==> config.mk <==
export PLATFORM = sky130hd
export DESIGN_NAME = branch_resolve_flat
export DESIGN_NICKNAME = d
export VERILOG_FILES = /design/src/rtl/branch_resolve_if.sv /design/src/rtl/branch_resolve.sv /design/src/flat_wrapper.sv
export SDC_FILE = /design/constraint.sdc
export NUM_CORES = 1
export LEC_CHECK = 0
export ABC_AREA = 1
export CAP_MARGIN = 20
export CORE_UTILIZATION = 52
export DETAILED_ROUTE_END_ITERATION = 8
export MAX_ROUTING_LAYER = met4
export PLACE_DENSITY = 0.82
export SYNTH_ARGS = -nofsm -noshare
export SYNTH_HDL_FRONTEND = slang
export SYNTH_SLANG_ARGS = --single-unit
==> constraint.sdc <==
create_clock -name clk -period 3.5 [get_ports clk]
set_input_delay 0.525 -clock clk [delete_from_list [all_inputs] [get_ports clk]]
set_output_delay 0.525 -clock clk [all_outputs]
set_load 0.05 [all_outputs]
==> src/rtl/branch_resolve_if.sv <==
// branch_resolve_if
//   Bundles the decode-side branch handshake, the flag-writer bookkeeping
//   signals and the resolution outputs of branch_resolve.
//
//   Handshake: decode raises br_valid with br_cond/br_target and holds all
//   three stable until it sees the one-cycle br_ack pulse; br_taken,
//   redirect_valid and redirect_pc are meaningful only while br_ack is high.
//   A new branch may be presented during the ack cycle; it is accepted on
//   the following cycle.
//
//   master : fetch/decode + flag register side (drives requests and flags)
//   slave  : branch_resolve
interface branch_resolve_if #(
    parameter int PC_W = 16
);
    logic            br_valid;
    logic [2:0]      br_cond;
    logic [PC_W-1:0] br_target;
    logic            flag_wr_issue;
    logic            flag_en;
    logic [2:0]      flag_d;
    logic [2:0]      flags;
    logic            br_stall;
    logic            br_ack;
    logic            br_taken;
    logic            redirect_valid;
    logic [PC_W-1:0] redirect_pc;
    logic            issue_full;

    modport master (
        output br_valid, br_cond, br_target, flag_wr_issue, flag_en, flag_d, flags,
        input  br_stall, br_ack, br_taken, redirect_valid, redirect_pc, issue_full
    );

    modport slave (
        input  br_valid, br_cond, br_target, flag_wr_issue, flag_en, flag_d, flags,
        output br_stall, br_ack, br_taken, redirect_valid, redirect_pc, issue_full
    );
endinterface

==> src/rtl/branch_resolve.sv <==
// branch_resolve
//   Resolves conditional branches against the {N,V,Z} flag register. Counts
//   in-flight flag writers; a branch that arrives while writers are pending
//   waits until exactly those writers have retired, then evaluates its
//   condition and pulses br_ack (plus redirect_valid when taken).
//
//   Ports:
//     clk, rst   - clock, asynchronous active-high reset
//     bus        - branch_resolve_if.slave (request, flag bookkeeping, results)
//     state_dbg  - current FSM state (0 IDLE, 1 WAIT, 2 RESOLVE)
//
//   Optional: define BR_FLAG_FWD_EN to evaluate on flag_d in the cycle the
//   last awaited writer retires, saving one cycle of branch latency.
module branch_resolve #(
    parameter int PC_W  = 16,
    parameter int CNT_W = 2
) (
    input  logic               clk,
    input  logic               rst,
    branch_resolve_if.slave    bus,
    output logic [1:0]         state_dbg
);

    typedef enum logic [1:0] {
        IDLE    = 2'd0,
        WAIT    = 2'd1,
        RESOLVE = 2'd2
    } state_t;

    localparam logic [CNT_W-1:0] CNT_MAX = '1;
    localparam logic [CNT_W-1:0] CNT_ONE = CNT_W'(1);

    state_t           state_q, state_n;
    logic [CNT_W-1:0] pend_q;
    logic [CNT_W-1:0] wait_q, wait_n;
    logic [2:0]       cond_q, cond_n;
    logic [PC_W-1:0]  target_q, target_n;
    logic             taken_q, taken_n;
    logic [PC_W-1:0]  redirect_pc_q;
    logic             resolve_go;

    function automatic logic cond_eval(input logic [2:0] c, input logic [2:0] f);
        logic n, v, z;
        n = f[2];
        v = f[1];
        z = f[0];
        case (c)
            3'b000:  cond_eval = !z;
            3'b001:  cond_eval = z;
            3'b010:  cond_eval = !z && !n;
            3'b011:  cond_eval = n;
            3'b100:  cond_eval = z || !n;
            3'b101:  cond_eval = n || z;
            3'b110:  cond_eval = v;
            default: cond_eval = 1'b1;
        endcase
    endfunction

    // Outstanding writer count. Simultaneous issue and retire cancel out.
    always_ff @(posedge clk or posedge rst) begin
        if (rst) begin
            pend_q <= '0;
        end else begin
            case ({bus.flag_wr_issue, bus.flag_en})
                2'b10:   if (pend_q != CNT_MAX) pend_q <= pend_q + CNT_ONE;
                2'b01:   if (pend_q != '0)      pend_q <= pend_q - CNT_ONE;
                default: pend_q <= pend_q;
            endcase
        end
    end

    always_comb begin
        state_n    = state_q;
        wait_n     = wait_q;
        cond_n     = cond_q;
        target_n   = target_q;
        taken_n    = taken_q;
        resolve_go = 1'b0;
        case (state_q)
            IDLE: begin
                if (bus.br_valid) begin
                    cond_n   = bus.br_cond;
                    target_n = bus.br_target;
                    if (bus.br_cond == 3'b111 || pend_q == '0) begin
                        resolve_go = 1'b1;
                        taken_n    = cond_eval(bus.br_cond, bus.flags);
                    end
`ifdef BR_FLAG_FWD_EN
                    else if (pend_q == CNT_ONE && bus.flag_en && !bus.flag_wr_issue) begin
                        resolve_go = 1'b1;
                        taken_n    = cond_eval(bus.br_cond, bus.flag_d);
                    end
`endif
                    else begin
                        // Only writers older than the branch are waited on;
                        // one retiring this very cycle is already accounted.
                        state_n = WAIT;
                        wait_n  = pend_q - {{(CNT_W-1){1'b0}}, bus.flag_en};
                    end
                end
            end
            WAIT: begin
                if (wait_q == '0) begin
                    resolve_go = 1'b1;
                    taken_n    = cond_eval(cond_q, bus.flags);
                end
`ifdef BR_FLAG_FWD_EN
                else if (wait_q == CNT_ONE && bus.flag_en) begin
                    resolve_go = 1'b1;
                    taken_n    = cond_eval(cond_q, bus.flag_d);
                end
`endif
                else if (bus.flag_en) begin
                    wait_n = wait_q - CNT_ONE;
                end
            end
            RESOLVE: begin
                state_n = IDLE;
            end
            default: begin
                state_n = IDLE;
            end
        endcase
        if (resolve_go) begin
            state_n = RESOLVE;
        end
    end

    always_ff @(posedge clk or posedge rst) begin
        if (rst) begin
            state_q       <= IDLE;
            wait_q        <= '0;
            cond_q        <= '0;
            target_q      <= '0;
            taken_q       <= 1'b0;
            redirect_pc_q <= '0;
        end else begin
            state_q  <= state_n;
            wait_q   <= wait_n;
            cond_q   <= cond_n;
            target_q <= target_n;
            taken_q  <= taken_n;
            // redirect_pc only moves for taken branches so it holds otherwise.
            if (resolve_go && taken_n) begin
                redirect_pc_q <= target_n;
            end
        end
    end

`ifndef BR_FLAG_FWD_EN
    logic unused_flag_d;
    assign unused_flag_d = ^bus.flag_d;
`endif

    assign bus.br_stall       = (state_q == WAIT);
    assign bus.br_ack         = (state_q == RESOLVE);
    assign bus.br_taken       = (state_q == RESOLVE) && taken_q;
    assign bus.redirect_valid = (state_q == RESOLVE) && taken_q;
    assign bus.redirect_pc    = redirect_pc_q;
    assign bus.issue_full     = (pend_q == CNT_MAX);
    assign state_dbg          = state_q;

endmodule

==> src/flat_wrapper.sv <==
// flat-port wrapper written by rule: the top's interface ports become plain ports
module branch_resolve_flat 
#(
    parameter int PC_W  = 16,
    parameter int CNT_W = 2
)
  (clk, rst, state_dbg, bus_br_valid, bus_br_cond, bus_br_target, bus_flag_wr_issue, bus_flag_en, bus_flag_d, bus_flags, bus_br_stall, bus_br_ack, bus_br_taken, bus_redirect_valid, bus_redirect_pc, bus_issue_full);
  branch_resolve_if #(.PC_W(PC_W)) bus_i ();
  input  logic clk;
  input  logic rst;
  output logic [1:0] state_dbg;
  input wire logic [$bits(bus_i.br_valid)-1:0] bus_br_valid;
  input wire logic [$bits(bus_i.br_cond)-1:0] bus_br_cond;
  input wire logic [$bits(bus_i.br_target)-1:0] bus_br_target;
  input wire logic [$bits(bus_i.flag_wr_issue)-1:0] bus_flag_wr_issue;
  input wire logic [$bits(bus_i.flag_en)-1:0] bus_flag_en;
  input wire logic [$bits(bus_i.flag_d)-1:0] bus_flag_d;
  input wire logic [$bits(bus_i.flags)-1:0] bus_flags;
  output wire logic [$bits(bus_i.br_stall)-1:0] bus_br_stall;
  output wire logic [$bits(bus_i.br_ack)-1:0] bus_br_ack;
  output wire logic [$bits(bus_i.br_taken)-1:0] bus_br_taken;
  output wire logic [$bits(bus_i.redirect_valid)-1:0] bus_redirect_valid;
  output wire logic [$bits(bus_i.redirect_pc)-1:0] bus_redirect_pc;
  output wire logic [$bits(bus_i.issue_full)-1:0] bus_issue_full;
  assign bus_i.br_valid = bus_br_valid;
  assign bus_i.br_cond = bus_br_cond;
  assign bus_i.br_target = bus_br_target;
  assign bus_i.flag_wr_issue = bus_flag_wr_issue;
  assign bus_i.flag_en = bus_flag_en;
  assign bus_i.flag_d = bus_flag_d;
  assign bus_i.flags = bus_flags;
  assign bus_br_stall = bus_i.br_stall;
  assign bus_br_ack = bus_i.br_ack;
  assign bus_br_taken = bus_i.br_taken;
  assign bus_redirect_valid = bus_i.redirect_valid;
  assign bus_redirect_pc = bus_i.redirect_pc;
  assign bus_issue_full = bus_i.issue_full;
  branch_resolve #(.PC_W(PC_W), .CNT_W(CNT_W)) u_core (.clk(clk), .rst(rst), .bus(bus_i), .state_dbg(state_dbg));
endmodule
# == Yosys cells after proc, flatten, opt, wreduce, memory -nomap -nowiden ==
# Index checks and enable logic that the tools add are counted.
# totals
output_inout_bits,23
reg_bits,42
# classes
eq_ne,28
n_mux,24
n_reduce_logical,20
n_addsub,4
# op_table
op,count
$mux 16,2
$eq 3x3->1 const B,7
$mux 2,9
$pmux 1 s7,2
$eq 3x2->1 const B,4
$pmux 2 s2,3
$ne 2x2->1 const B,5
$eq 2x2->1 const B,3
$eq 3x1->1 const B,2
$logic_not 2->1,3
$logic_not 3->1,2
$mux 1,6
$ne 2x1->1 const B,3
$ne 3x2->1 const B,2
$reduce_and 3->1,2
$reduce_bool 2->1,3
$reduce_and 5->1,1
$eq 2x1->1 const B,2
$pmux 1 s2,2
$sub 2x1->2 const B,2
$logic_and 1x1->1,3
$logic_or 1x1->1,3
$add 2x1->2 const B,1
$logic_not 1->1,2
other kinds (2),2

# == Longest topological paths before layout ==
# Gate-level depths: netlist (run 1).
# depth
depth_word,7
mapped_depth,12
ltp_nobuf,11

# == Worst setup path before layout (run 1) ==
# No wires, ideal clock.
# synth_timing
path_type,register to output
from,register u_core.state_q[1] (netlist: u_core.state_dbg[1])
to,output bus_redirect_valid
t_required_ns,2.975
slack_ns,0.646
path_stages_with_launch,4
t_arrival_ns,2.329
path_buffers,1
cell_sequence,dfrtp_1 inv_1 nor3_1 buf_4
# synth_via
elab_chain_cells,2
# synth_rtl
item,line,text
from (decl),branch_resolve.sv:33,"state_t state_q, state_n;"
from (signal assigned),branch_resolve.sv:138,state_q <= state_n;
$eq 2x2->1,n/a,
$logic_and 1x1->1,n/a,
to (decl),flat_wrapper.sv:22,output wire logic [$bits(bus_i.redirect_valid)-1:0] bus_redirect_valid;
# No other way between the ends.

# == Worst setup path in the final report (run 1) ==
# layout_timing
from,register u_core.state_q[1] (netlist: u_core.state_dbg[1])
to,output bus_br_taken
# layout_via
elab_chain_cells,2
# layout_rtl
item,line,text
$eq 2x2->1,branch_resolve.sv:157,assign bus.br_taken = (state_q == RESOLVE) && taken_q;
$logic_and 1x1->1,branch_resolve.sv:157,
to (decl),flat_wrapper.sv:21,output wire logic [$bits(bus_i.br_taken)-1:0] bus_br_taken;
# No other way between the ends.

==> results of run 1 <==
## cells in the mapped netlist
cell      instances  share of area, %
nand2_4           1              0.57
inv_2             1              0.19
buf_2             1              0.25
nand2_1          61                12
nand4_1           2              0.63
a211oi_1          1              0.38
buf_4             4               1.5
o21bai_1          1              0.38
a21oi_1           1              0.25
a31oi_1           1              0.31
o21ai_2           2              0.88
o21a_1            1              0.38
nand3b_1          1              0.38
xnor2_1           2              0.88
xor2_1            1              0.44
nor3_1            1              0.25
mux2_2           17               9.6
buf_6             1              0.57
o21ai_0           8               2.0
nand2_2           1              0.31
dfrtp_1          42                53
mux2i_1           1              0.50
nand3_1          22               5.5
inv_1            20               3.8
nor2_1           12               2.3
ha_1              4               2.5
nand3_4           1              0.88
## per-layer routing
metal / vias to the layer above / part of all wire, % / global-route usage, %
li1: 787 / - / -
met4: 0 / 1.1 / 5.966
met3: 7 / 4.7 / 4.464
met2: 35 / 46 / 35.11
met5: - / 0 / -
met1: 733 / 48 / 28.28
## area by class of cell
cell class,count,area share [%]
Sequential cell,42,40.25
Timing Repair Buffer,52,20.12
Tap cell,48,2.300
Clock buffer,6,3.162
Multi-Input combinational cell,142,31.15
Inverter,21,3.019
## per-stage QoR
stage	util, %	total power, mW	hold slack (ns)
floorplan	-	1.874	0.4710
global placement	68.52	2.227	0.4553
detailed placement	68.52	2.261	0.4581
CTS	70.78	2.564	0.4758
global route	71.33	2.737	0.4082
finish	71.33	2.546	0.4112
## flip-flops by register name, indices dropped and copies added (netlist names)
signal	count
u_core.taken_q	1
u_core.cond_q	3
u_core.state_dbg	2
u_core.pend_q	2
u_core.bus.redirect_pc	16
u_core.wait_q	2
u_core.target_q	16
## cell families after synthesis
kind of cell    count (synthesis)  synth area share [%]
simple gates                  102                 22.33
xor+xnor                        3                 1.321
buf+inv                        27                 6.289
fa+ha+maj                       4                 2.516
compound gates                 15                 4.592
mux                            18                 10.13
flops                          42                 52.83
## power by group through the flow
stage               logic (mW)  registers, mW  clock network (mW)
floorplan                0.740           1.13                   0
global placement          1.39          0.834                   0
detailed placement        1.42          0.842                   0
CTS                       1.42          0.835               0.305
global route              1.55          0.861               0.331
finish                    1.41          0.835               0.301
## worst min path at each step
stage                                    start                          to  slack, ns
floorplan                   u_core.target_q[0]          u_core.target_q[0]       0.47
global placement    u_core.bus.redirect_pc[11]  u_core.bus.redirect_pc[11]       0.46
detailed placement  u_core.bus.redirect_pc[13]  u_core.bus.redirect_pc[13]       0.46
CTS                 u_core.bus.redirect_pc[13]  u_core.bus.redirect_pc[13]       0.48
global route                               rst   u_core.bus.redirect_pc[2]       0.41
finish                                     rst   u_core.bus.redirect_pc[2]       0.41
## worst max-delay path: stages, from the launching register on
cell	delay, ns
dfrtp_1	0.39
inv_1	0.11
nor3_1	0.33
clkdlybuf4s50_1	0.88
==> impl_metrics.ini, run 1 <==
[layout]
seqCellArea_mm2 = 0.001051
multi_input_area_um2 = 813.3
layout.nets = 298
fin_cells = 311
post_route_cells_drive_above_1_share_pct = 12.17
nFillCells = 282
final_area_mm2 = 0.002611
area_growth_pct = 31.26
diodes = 0
layout_common_cells = nand2_1 (61), clkdlybuf4s50_1 (49), dfrtp_1 (42), nand3_1 (22), inv_1 (19)
layout_commonest_cell = nand2_1

[pwr]
power_density_mw_per_mm2 = 975.0
p_seq_share_pct = 32.8
combPwrFrac_pct = 55.4
intPower_mw = 1.378
static-leakage-power_nw = 1.264
p_sw_mw = 1.168
irDropWorstVdd_mv = 0.5354
swShare_pct = 45.87
clockPowerShare_pct = 11.8

[clock_tree]
clkSlewWorstSetupHoldPaths_ns = 0.07
insertion_delay_ns = 0.29
ctsHoldBuffers = 0
htree_levels = 2
cts_buffers = 5
cts_resized = 0
clockRootBuffer = clkbuf_8
post-cts-setup-buffers = 0
cts_tree = done
clock_sinks = 42
clockBufferDepth = 2

[drt]
wirelength_mm = 3.804
dr.pass1.iters = 4
drt-wirelength-per-cell_um = 12.23
viasPerCell = 5.023
via_count = 1562
drc = 0
detail-route-antenna-nets = 0
drt_first_iter_violations = 105

[sta]
finalHoldViolCount = 0
tightest_slew_ns = 0.8759
fin_ws_ns = 0.9855
rsz0062_at_grt = false
setup_tns_ns = 0
setup-violations-final = 0
finalClockSkew_ns = 0.003983
drv_slew = 0
relSlewSlack_pct = 41.46
finalCriticalPeriod_ns = 2.514
period_share_pct = 71.84
max_freq_mhz = 397.7

[worst_setup_path]
rr_startpoint = u_core.state_dbg[1]
critPathCaptureType = output port
cp.arrival_ns = 1.99
crit_required_ns = 2.97
critPathMaxFanout = 5
r2r_slack_ns = 1.46
rr_worst_depth = 7
r2r-end = u_core.bus.redirect_pc[7]
cp-startpoint = u_core.state_dbg[1]
startpoint_type = flip-flop
crit_type = flip-flop to output port
cp-endpoint = bus_br_taken

[floorplan]
core_area_mm2 = 0.003661
dieArea_mm2 = 0.004077
rows = 22
die_w_um = 63.85
io_pins = 53
dieHeight_um = 63.85
initial_core_util_pct = 54.34

[global_routing]
grt-ovfl-total = 0
grt_pass1_vias = 1528
grt_pass1_wl_mm = 6.727
globalRouteTotalUtil_pct = 21.88
antenna_found_initial = 0
grt_max_degree = 32

[synthesis]
ys_ff_latch = 42
synth-seq-area-share_pct = 52.83
yosysUniqueCellTypes = 27
synth-warning-count = 0
syn_inst = 211
syn-num-nets = 245
syn_area_mm2 = 0.001989
syn_area_per_cell_um2 = 9.428

[flow_run]
cap_violations = 0

[placement]
routabilityCongestion = 0.8246
place_area_mm2 = 0.002509
dp.cells = 304
port_buffers = 49
dpl_worst_slack_ns = 1.095
dp_hpwl_mm = 2.717

[hold_path]
hp-class = input port to asynchronous set/reset pin

[status]
status = complete, no violations
No activity file was read; power rests on OpenSTA's default activity.
==> run 2, diff against run 1 <==
Settings changed: CORE_UTILIZATION 52 to 43, PLACE_DENSITY 0.82 to 0.72.
Clock period 3.5 ns to 2.3 ns, I/O delays scaled along.
==> impl_metrics.ini, run 2 (synthesis results as in run 1) <==
[worst_setup_path]
cp.arrival_ns = 1.84
rr_startpoint = u_core.pend_q[0]
startpoint_type = flip-flop
rr_worst_depth = 11
crit_type = flip-flop to output port
critPathCaptureType = output port
critPathMaxFanout = 5
crit_required_ns = 1.96
r2r_slack_ns = 0.58
r2r-end = u_core.bus.redirect_pc[7]

[clock_tree]
cts_buffers = 5
cts_resized = 0
htree_levels = 2
post-cts-setup-buffers = 0
ctsHoldBuffers = 0
clock_sinks = 42
insertion_delay_ns = 0.29
clockRootBuffer = clkbuf_8
cts_tree = done
clockBufferDepth = 2
clkSlewWorstSetupHoldPaths_ns = 0.07

[drt]
drt_first_iter_violations = 89
detail-route-antenna-nets = 0
wirelength_mm = 3.983
drc = 0
viasPerCell = 4.915
drt-wirelength-per-cell_um = 12.49
via_count = 1568
dr.pass1.iters = 4

[floorplan]
dieHeight_um = 70.02
dieArea_mm2 = 0.004903
die_w_um = 70.02
core_area_mm2 = 0.004414
initial_core_util_pct = 45.07
io_pins = 53
rows = 24

[sta]
setup_tns_ns = 0
finalClockSkew_ns = 0.007293
period_share_pct = 94.97
drv_slew = 0
relSlewSlack_pct = 66.54
tightest_slew_ns = 0.5004
setup-violations-final = 0
rsz0062_at_grt = false
max_freq_mhz = 457.8
finalCriticalPeriod_ns = 2.184
finalHoldViolCount = 0
fin_ws_ns = 0.1156

[layout]
layout_commonest_cell = nand2_1
seqCellArea_mm2 = 0.001051
layout.nets = 301
fin_cells = 319
area_growth_pct = 33.65
final_util_pct = 60.23
multi_input_area_um2 = 818.3
layout_common_cells = nand2_1 (61), clkdlybuf4s50_1 (48), dfrtp_1 (42), nand3_1 (22), inv_1 (19)
diodes = 0
nFillCells = 385
post_route_cells_drive_above_1_share_pct = 14.61

[global_routing]
globalRouteTotalUtil_pct = 18.17
grt_pass1_wl_mm = 6.844
grt_pass1_vias = 1532
grt_max_degree = 23
antenna_found_initial = 0
grt-ovfl-total = 0

[placement]
dp.cells = 312
port_buffers = 49
dp_hpwl_mm = 2.973
dpl_worst_slack_ns = 0.08648
routabilityCongestion = 0.7970

[flow_run]
cap_violations = 0

[pwr]
static-leakage-power_nw = 1.292
irDropWorstVdd_mv = 0.8788
power_density_mw_per_mm2 = 1518

[hold_path]
hp-class = input port to asynchronous set/reset pin

[status]
status = complete, no violations
## run 2: worst max path at each step
stage                        startpoint                         to
finish              u_core.state_dbg[1]               bus_br_taken
global route        u_core.state_dbg[1]               bus_br_taken
CTS                 u_core.state_dbg[1]               bus_br_taken
detailed placement       bus_br_cond[2]  u_core.bus.redirect_pc[7]
global placement         bus_br_cond[2]  u_core.bus.redirect_pc[3]
floorplan           u_core.state_dbg[1]         bus_redirect_valid
## run 2: power breakdown
part,internal [mW],switching (mW)
clock network,0.347,0.233
logic,0.798,1.39
registers,1.10,0.172
## run 2: per-stage QoR
step,total power [mW],instance area (um2),hold slack (ns)
3_5_place_dp,3.489,2546,0.4630
3_3_place_gp,3.441,2546,0.4588
4_1_cts,4.078,2659,0.3807
5_1_grt,4.320,2659,0.4096
6_report,4.036,2659,0.3739
2_1_floorplan,2.856,1994,0.4710
## run 2: layout make-up
cell class	count	share of cell area, %
tap	52	2.447
sequential	42	39.53
multi-input combinational	142	30.78
clock buffer	6	3.106
clock inverter	1	1.129
timing repair buffer	55	20.05
inverter	21	2.965
## run 2: critical path: stages (launching register included)
cell and delay [ns]:
dfrtp_1 0.39, inv_1 0.11, nor3_2 0.22, clkdlybuf4s50_1 0.83
## run 2: per-layer routing
| layer | vias to the layer above | GRT usage, % | share of wire (%) |
|---|---|---|---|
| met1 | 734 | 23.19 | 46 |
| met5 | - | - | 0 |
| met4 | 0 | 5.333 | 1.1 |
| met2 | 42 | 28.85 | 48 |
| li1 | 788 | - | - |
| met3 | 4 | 4.473 | 4.4 |
